==> config.mk <==
export PLATFORM = sky130hd
export DESIGN_NAME = id_ex_stage
export DESIGN_NICKNAME = d
export VERILOG_FILES = /design/src/rtl/riscv_pkg.sv /design/src/rtl/id_ex_stage_fwd_mux.sv /design/src/rtl/id_ex_stage.sv
export SDC_FILE = /design/constraint.sdc
export NUM_CORES = 1
export LEC_CHECK = 0
export BUFFER_PORTS_ARGS = -buffer_cell sky130_fd_sc_hd__buf_2
export CORE_UTILIZATION = 45
export DETAILED_ROUTE_END_ITERATION = 12
export PLACE_DENSITY_LB_ADDON = 0.2
export REMOVE_ABC_BUFFERS = 1
export SETUP_SLACK_MARGIN = 0.5
export SYNTH_ARGS = -nofsm -noshare
export SYNTH_HDL_FRONTEND = slang
export SYNTH_HIERARCHICAL = 1
export SYNTH_SLANG_ARGS = --single-unit
==> constraint.sdc <==
create_clock -name clk -period 4.3 [get_ports clk]
set_input_delay 0 -clock clk [delete_from_list [all_inputs] [get_ports clk]]
set_output_delay 0 -clock clk [all_outputs]
set_load 0.05 [all_outputs]
==> src/rtl/riscv_pkg.sv <==
// Shared decode/execute definitions: ALU opcodes, default widths and the
// ID/EX payload carried from decode to the ALU.
package riscv_pkg;

  localparam int DEF_XLEN = 32;
  localparam int DEF_RW   = 5;

  localparam logic [2:0] ALU_ADD = 3'b000;
  localparam logic [2:0] ALU_SLL = 3'b001;
  localparam logic [2:0] ALU_SUB = 3'b010;
  localparam logic [2:0] ALU_XOR = 3'b100;
  localparam logic [2:0] ALU_SRL = 3'b101;
  localparam logic [2:0] ALU_OR  = 3'b110;
  localparam logic [2:0] ALU_AND = 3'b111;

  // Source register addresses are kept outside the payload: they only matter
  // when forwarding is built in.
  typedef struct packed {
    logic [DEF_XLEN-1:0] rs1_data;
    logic [DEF_XLEN-1:0] rs2_data;
    logic [DEF_XLEN-1:0] imm;
    logic [DEF_XLEN-1:0] pc;
    logic [DEF_RW-1:0]   rd_addr;
    logic                alu_src;
    logic [2:0]          alu_control;
    logic                reg_write;
  } id_ex_t;

endpackage

==> src/rtl/id_ex_stage_fwd_mux.sv <==
// Operand forward select: EX/MEM result beats MEM/WB result beats held data.
// Register x0 never matches a forward source.
module fwd_mux #(
  parameter int XLEN = 32,
  parameter int RW   = 5
) (
  input  logic [RW-1:0]   src_addr_i,
  input  logic [XLEN-1:0] reg_data_i,
  input  logic [RW-1:0]   exmem_rd_i,
  input  logic            exmem_we_i,
  input  logic [XLEN-1:0] exmem_result_i,
  input  logic [RW-1:0]   wb_rd_i,
  input  logic            wb_we_i,
  input  logic [XLEN-1:0] wb_result_i,
  output logic [XLEN-1:0] fwd_data_o
);

  logic exmem_hit;
  logic wb_hit;

  assign exmem_hit = exmem_we_i && (exmem_rd_i != '0) && (exmem_rd_i == src_addr_i);
  assign wb_hit    = wb_we_i && (wb_rd_i != '0) && (wb_rd_i == src_addr_i);

  always_comb begin
    fwd_data_o = reg_data_i;
    if (exmem_hit) begin
      fwd_data_o = exmem_result_i;
    end else if (wb_hit) begin
      fwd_data_o = wb_result_i;
    end
  end

endmodule

==> src/rtl/id_ex_stage.sv <==
// ID/EX pipeline register feeding the ALU with valid/ready, flush and stall.
// Define ID_EX_FORWARDING_EN to add EX/MEM + MEM/WB forwarding and stall refresh.
module id_ex_stage
  import riscv_pkg::*;
#(
  parameter int XLEN = DEF_XLEN,
  parameter int RW   = DEF_RW
) (
  input  logic            clk,
  input  logic            reset,
  input  logic            in_valid,
  output logic            in_ready,
  input  logic [XLEN-1:0] rs1_data,
  input  logic [XLEN-1:0] rs2_data,
  input  logic [XLEN-1:0] imm,
  input  logic [XLEN-1:0] pc_in,
  input  logic [RW-1:0]   rs1_addr,
  input  logic [RW-1:0]   rs2_addr,
  input  logic [RW-1:0]   rd_addr_in,
  input  logic            alu_src,
  input  logic [2:0]      alu_control_in,
  input  logic            reg_write_in,
  input  logic            flush,
  output logic            out_valid,
  input  logic            out_ready,
  output logic [XLEN-1:0] alu_a,
  output logic [XLEN-1:0] alu_b,
  output logic [2:0]      alu_control,
  output logic [XLEN-1:0] store_data,
  output logic [RW-1:0]   rd_addr,
  output logic            reg_write,
  output logic [XLEN-1:0] pc_out
`ifdef ID_EX_FORWARDING_EN
  ,
  input  logic [RW-1:0]   exmem_rd,
  input  logic            exmem_we,
  input  logic [XLEN-1:0] exmem_result,
  input  logic [RW-1:0]   wb_rd,
  input  logic            wb_we,
  input  logic [XLEN-1:0] wb_result
`endif
);

  logic      valid_q, valid_d;
  id_ex_t    payload_q, payload_d;
  logic      accept;
  logic [XLEN-1:0] rs1_fwd;
  logic [XLEN-1:0] rs2_fwd;

  assign in_ready = !valid_q || out_ready;
  assign accept   = in_valid && in_ready && !flush;

`ifdef ID_EX_FORWARDING_EN
  logic [RW-1:0] rs1_addr_q, rs1_addr_d;
  logic [RW-1:0] rs2_addr_q, rs2_addr_d;
  logic          refresh;

  // Held operands absorb results retiring while downstream is stalled.
  assign refresh = valid_q && !out_ready && !flush;

  fwd_mux #(.XLEN(XLEN), .RW(RW)) u_fwd_rs1 (
    .src_addr_i     (rs1_addr_q),
    .reg_data_i     (payload_q.rs1_data),
    .exmem_rd_i     (exmem_rd),
    .exmem_we_i     (exmem_we),
    .exmem_result_i (exmem_result),
    .wb_rd_i        (wb_rd),
    .wb_we_i        (wb_we),
    .wb_result_i    (wb_result),
    .fwd_data_o     (rs1_fwd)
  );

  fwd_mux #(.XLEN(XLEN), .RW(RW)) u_fwd_rs2 (
    .src_addr_i     (rs2_addr_q),
    .reg_data_i     (payload_q.rs2_data),
    .exmem_rd_i     (exmem_rd),
    .exmem_we_i     (exmem_we),
    .exmem_result_i (exmem_result),
    .wb_rd_i        (wb_rd),
    .wb_we_i        (wb_we),
    .wb_result_i    (wb_result),
    .fwd_data_o     (rs2_fwd)
  );

  always_comb begin
    rs1_addr_d = rs1_addr_q;
    rs2_addr_d = rs2_addr_q;
    if (accept) begin
      rs1_addr_d = rs1_addr;
      rs2_addr_d = rs2_addr;
    end
  end

  always_ff @(posedge clk or posedge reset) begin
    if (reset) begin
      rs1_addr_q <= '0;
      rs2_addr_q <= '0;
    end else begin
      rs1_addr_q <= rs1_addr_d;
      rs2_addr_q <= rs2_addr_d;
    end
  end
`else
  logic unused_src_addr;

  // Without forwarding the hazard unit stalls decode on every RAW dependency.
  assign unused_src_addr = ^{rs1_addr, rs2_addr};
  assign rs1_fwd = payload_q.rs1_data;
  assign rs2_fwd = payload_q.rs2_data;
`endif

  // Flush wins over everything; payload is left stale on flush.
  always_comb begin
    valid_d   = valid_q;
    payload_d = payload_q;
    if (flush) begin
      valid_d = 1'b0;
    end else if (accept) begin
      valid_d               = 1'b1;
      payload_d.rs1_data    = rs1_data;
      payload_d.rs2_data    = rs2_data;
      payload_d.imm         = imm;
      payload_d.pc          = pc_in;
      payload_d.rd_addr     = rd_addr_in;
      payload_d.alu_src     = alu_src;
      payload_d.alu_control = alu_control_in;
      payload_d.reg_write   = reg_write_in;
    end else begin
      if (out_ready) begin
        valid_d = 1'b0;
      end
`ifdef ID_EX_FORWARDING_EN
      if (refresh) begin
        payload_d.rs1_data = rs1_fwd;
        payload_d.rs2_data = rs2_fwd;
      end
`endif
    end
  end

  always_ff @(posedge clk or posedge reset) begin
    if (reset) begin
      valid_q               <= 1'b0;
      payload_q             <= '0;
      payload_q.alu_control <= ALU_ADD;
    end else begin
      valid_q   <= valid_d;
      payload_q <= payload_d;
    end
  end

  assign out_valid   = valid_q;
  assign alu_a       = rs1_fwd;
  assign alu_b       = payload_q.alu_src ? payload_q.imm : rs2_fwd;
  assign store_data  = rs2_fwd;
  assign alu_control = payload_q.alu_control;
  assign rd_addr     = payload_q.rd_addr;
  assign reg_write   = payload_q.reg_write;
  assign pc_out      = payload_q.pc;

endmodule

---- After elaboration in Yosys (flattened, before gate mapping) ----
Index checks and enable logic that the tools add are counted.
word-level totals
  register bits ........................... 139
  logic and storage cells ................. 21
  output and inout bits ................... 139
cells by class
  bitwise operators ....................... 1
  reductions and logical operators ........ 7
  multiplexer cells ....................... 4
operators by type and width
  operator             number
  two-way mux 32 bit   1
  two-way mux 1 bit    3
  nonzero test 3 bit   1
  logical AND 1 bit    2
  logical NOT 1 bit    2
  AND reduction 2 bit  1
  logical OR 1 bit     1
  inverter 1 bit       1

---- Depth between registers and ports, before layout ----
  word-level depth ........................ 6
  mapped depth ............................ 5
  gate-level depth less buffers ........... 3

---- Least setup slack after synthesis ----
OpenSTA, ideal clock, no wires.
  path kind ............................... register to register
  start ................................... register valid_q, in the netlist out_valid
  end ..................................... register payload_q[55] (netlist bit)
  arrival ................................. 1626 ps
  cell stages (with the launch flop) ...... 6
  library setup time ...................... 125 ps
  setup slack ............................. 2549 ps
  path through ............................ dfrtp_1 nor2b_4 nor3b_4 buf_4 buf_6 mux2_2
between the ends
  cells in the longest elaborated chain, start to end .. 5
ends and longest elaborated chain
  what                                  RTL line            text
  start, declared                       id_ex_stage.sv:44   logic valid_q, valid_d;
  start signal, assigned                id_ex_stage.sv:147  valid_q <= valid_d;
  logical NOT 1 bit                     id_ex_stage.sv:50   assign in_ready = !valid_q || out_ready;
  logical OR 1 bit                      id_ex_stage.sv:50
  logical AND 1 bit (2 in series)       id_ex_stage.sv:51   assign accept = in_valid && in_ready && !flush;
  AND reduction 2 bit (no source line)  -
  end signal, assigned                  id_ex_stage.sv:148  payload_q <= payload_d;
  end, declared                         id_ex_stage.sv:45   id_ex_t payload_q, payload_d;
Every way passes these cells.
A chain may end at the register's enable or synchronous reset.

---- Worst setup path in the final report ----
  start ................................... register payload_q[4] (netlist bit)
  end ..................................... output port alu_b[9]
between the ends
  cells in the longest elaborated chain, start to end .. 1
ends and longest elaborated chain
  what                RTL line            text
  two-way mux 32 bit  id_ex_stage.sv:154  assign alu_b = payload_q.alu_src ? payload_q.imm : rs2_fwd;
  end, declared       id_ex_stage.sv:27   output logic [XLEN-1:0] alu_b,
Every way passes these cells.

==> out/metrics.cfg <==
[outcome]
status = completed

[place]
placed_area_sq_um = 7112
routabilityCongestion = 0.7118
dp_hpwl_um = 8938
dp_cells = 779
port-buffer-count = 281

[synth]
seq_area_frac_synth_pct = 54.36
yosysWarnings = 6
synthesis.area_sq_um = 6399
synth_top_cell_area_share_pct = 54.36
ys_seq_elements = 139
avgSynthCellArea_sq_um = 14.61
synth.area.top_cells = dfrtp_1 54%, mux2_2 30%, buf_4 12%
synth.distinct_cells = 10
synthCells = 438
synth_area_leader_cell = dfrtp_1

[global_route]
grt_use_total_pct = 20.95
grt_max_degree = 139
grt_pass1_vias = 4840
overflow = 0
grt_pass1_wl_um = 23470
grt_antenna_before_repair = 0

[worst_setup_path]
max_stage_delay_ps = 590
r2r-start = out_valid
cp-start-kind = flop
reg2reg_setup_slack_ps = 2340
arrival_ps = 2040
critPathMaxFanout = 25
reg2reg_to = payload_q[65]
crit_buf_inv = 2
cp_slowest_cell = dfrtp_1
path_class = reg2out
end_kind = primary output
cp.required_ps = 4300
critPathTopFamily = buffers and inverters
crit_path_cell_trace = buf_4, mux2_2, buf_2
rr_worst_depth = 4

[layout]
fin_cells = 952
final_util_pct = 65.64
mostFrequentLayoutCells = 281 x buf_2, 170 x mux2_2, 141 x dlygate4sd3_1
layout.filler_cells = 978
antenna_cells = 0
area_growth_pct = 42.39
post-route-cell-area_sq_um = 9111
final_common_cell = buf_2
layout.nets = 912
drive_gt1_share_pct = 62.95

[timing]
hold_ws_ps = 331.5
period_share_pct = 47.46
fin_crit_ps = 2041
setup_tns_ps = 0
max_freq_mhz = 490.0
tightest_slew_ps = 898.1
final_max_slew_viol_count = 0
fin_worst_skew_ps = 8.346
hold_viol_final = 0
slew_headroom_pct = 40.12
setup_viol = 0
rsz0062_at_grt = false

[clocking]
clk_pin_slew_worst_paths_ps = 50
cts_setup_buffers = 0
cts-root-buf = clkbuf_16
cts.htree.levels = 4
numCtsBuffers = 17
clock-sinks = 139
clk_latency_ps = 410
cts_tree = built
clk_path_buf_depth = 2

[floorplanning]
die-area_sq_um = 14700
io_pins = 292
core_area_sq_um = 13880
fp.dieH_um = 121.2
die_w_um = 121.2
start_util_pct = 46.10
rows = 43

[hold_path]
hp-class = in2async

[power_and_ir_drop]
p_per_area_nw_per_um2 = 531.0
peakVddDrop_v = 0.0002875
p_leak_nw = 4.310

[routing]
detail_route.wl_per_cell_um = 15.61
routed_via_density = 4.606
drt_iter0_drc = 97
firstDrtPassIters = 4
drc_errors = 0
wl_um = 14860
vias = 4385
ant_nets = 0

[job]
maxCapViolations = 0

[Yosys cell counts]
master and n:
inv_1 2, mux2_2 170, clkbuf_1 1, nor3b_4 1, buf_2 4, nor2b_4 1, buf_6 13, dfrtp_1 139
nor2_1 2, buf_4 105
[per-layer routing]
metal  wire, um  part of all wire [%]  track usage, %  vias up
met5          0                     0               0        -
met3       1172                   7.9           6.955       23
li1           -                     -               -     2044
met1       5894                    40           23.76     2129
met2       7529                    51           36.29      189
met4        262                   1.8           8.179        0
[metrics by stage]
stage               setup slack (ps)  power, W
floorplan                     -492.2  0.002923
global placement                2456  0.003300
detailed placement              2419  0.003327
CTS                             2202  0.004874
global route                    2164  0.005043
finish                          2259  0.004838
[worst max path at each step]
| stage | start | to | slack [ps] | cells past startpoint |
|---|---|---|---|---|
| 2_1_floorplan | out_valid | alu_a[0] | -490 | 3 |
| 3_3_place_gp | out_valid | store_data[26] | 2460 | 4 |
| 3_5_place_dp | out_valid | payload_q[43] | 2420 | 4 |
| 4_1_cts | payload_q[4] | alu_b[20] | 2200 | 3 |
| 5_1_grt | payload_q[4] | alu_b[18] | 2160 | 3 |
| 6_report | payload_q[4] | alu_b[9] | 2260 | 3 |
[kinds of logic (layout without fill, tap and decap cells)]
kind of cell / after synthesis / count (layout) / synth area share, %
simple gates: 4 / 4 / 0.6258
mux: 170 / 170 / 29.92
buf+inv: 125 / 459 / 15.10
flops: 139 / 139 / 54.36
[worst register-to-register path: cells and delay by family, from the launching register on]
kind | cells | cell delay [ps]
multiplexers | 1 | 530
flip-flops | 1 | 380
AND/OR/NAND/NOR | 2 | 350
buffers and inverters | 1 | 580
[registers in the layout, indices dropped and copies added, names as in the netlist]
signal       cells
rd_addr          5
alu_control      3
reg_write        1
store_data      32
alu_a           32
payload_q       33
pc_out          32
out_valid        1
[cell type report]
class / instances / area, sq um / area share (%)
inverter: 2 / 12.51 / 0.1373
clock inverter: 5 / 55.05 / 0.6042
multi-input combinational: 174 / 1954 / 21.45
timing repair buffer: 425 / 2853 / 31.31
tap: 180 / 225.2 / 2.472
clock buffer: 27 / 533.0 / 5.850
sequential: 139 / 3478 / 38.18
[power by group]
group | total [W] | internal (W) | switching (W)
sequential | 0.00166 | 0.00153 | 0.000129
clock | 0.00142 | 0.000902 | 0.000519
combinational | 0.00175 | 0.000554 | 0.00120
total | 0.00484 | 0.00299 | 0.00185
[timing repair]
item,4_1_cts,5_1_grt
hold buffers,141,0
gates resized for setup,0,0
endpoints found under the hold margin,240,0
Power figures use the tool's default switching activity.
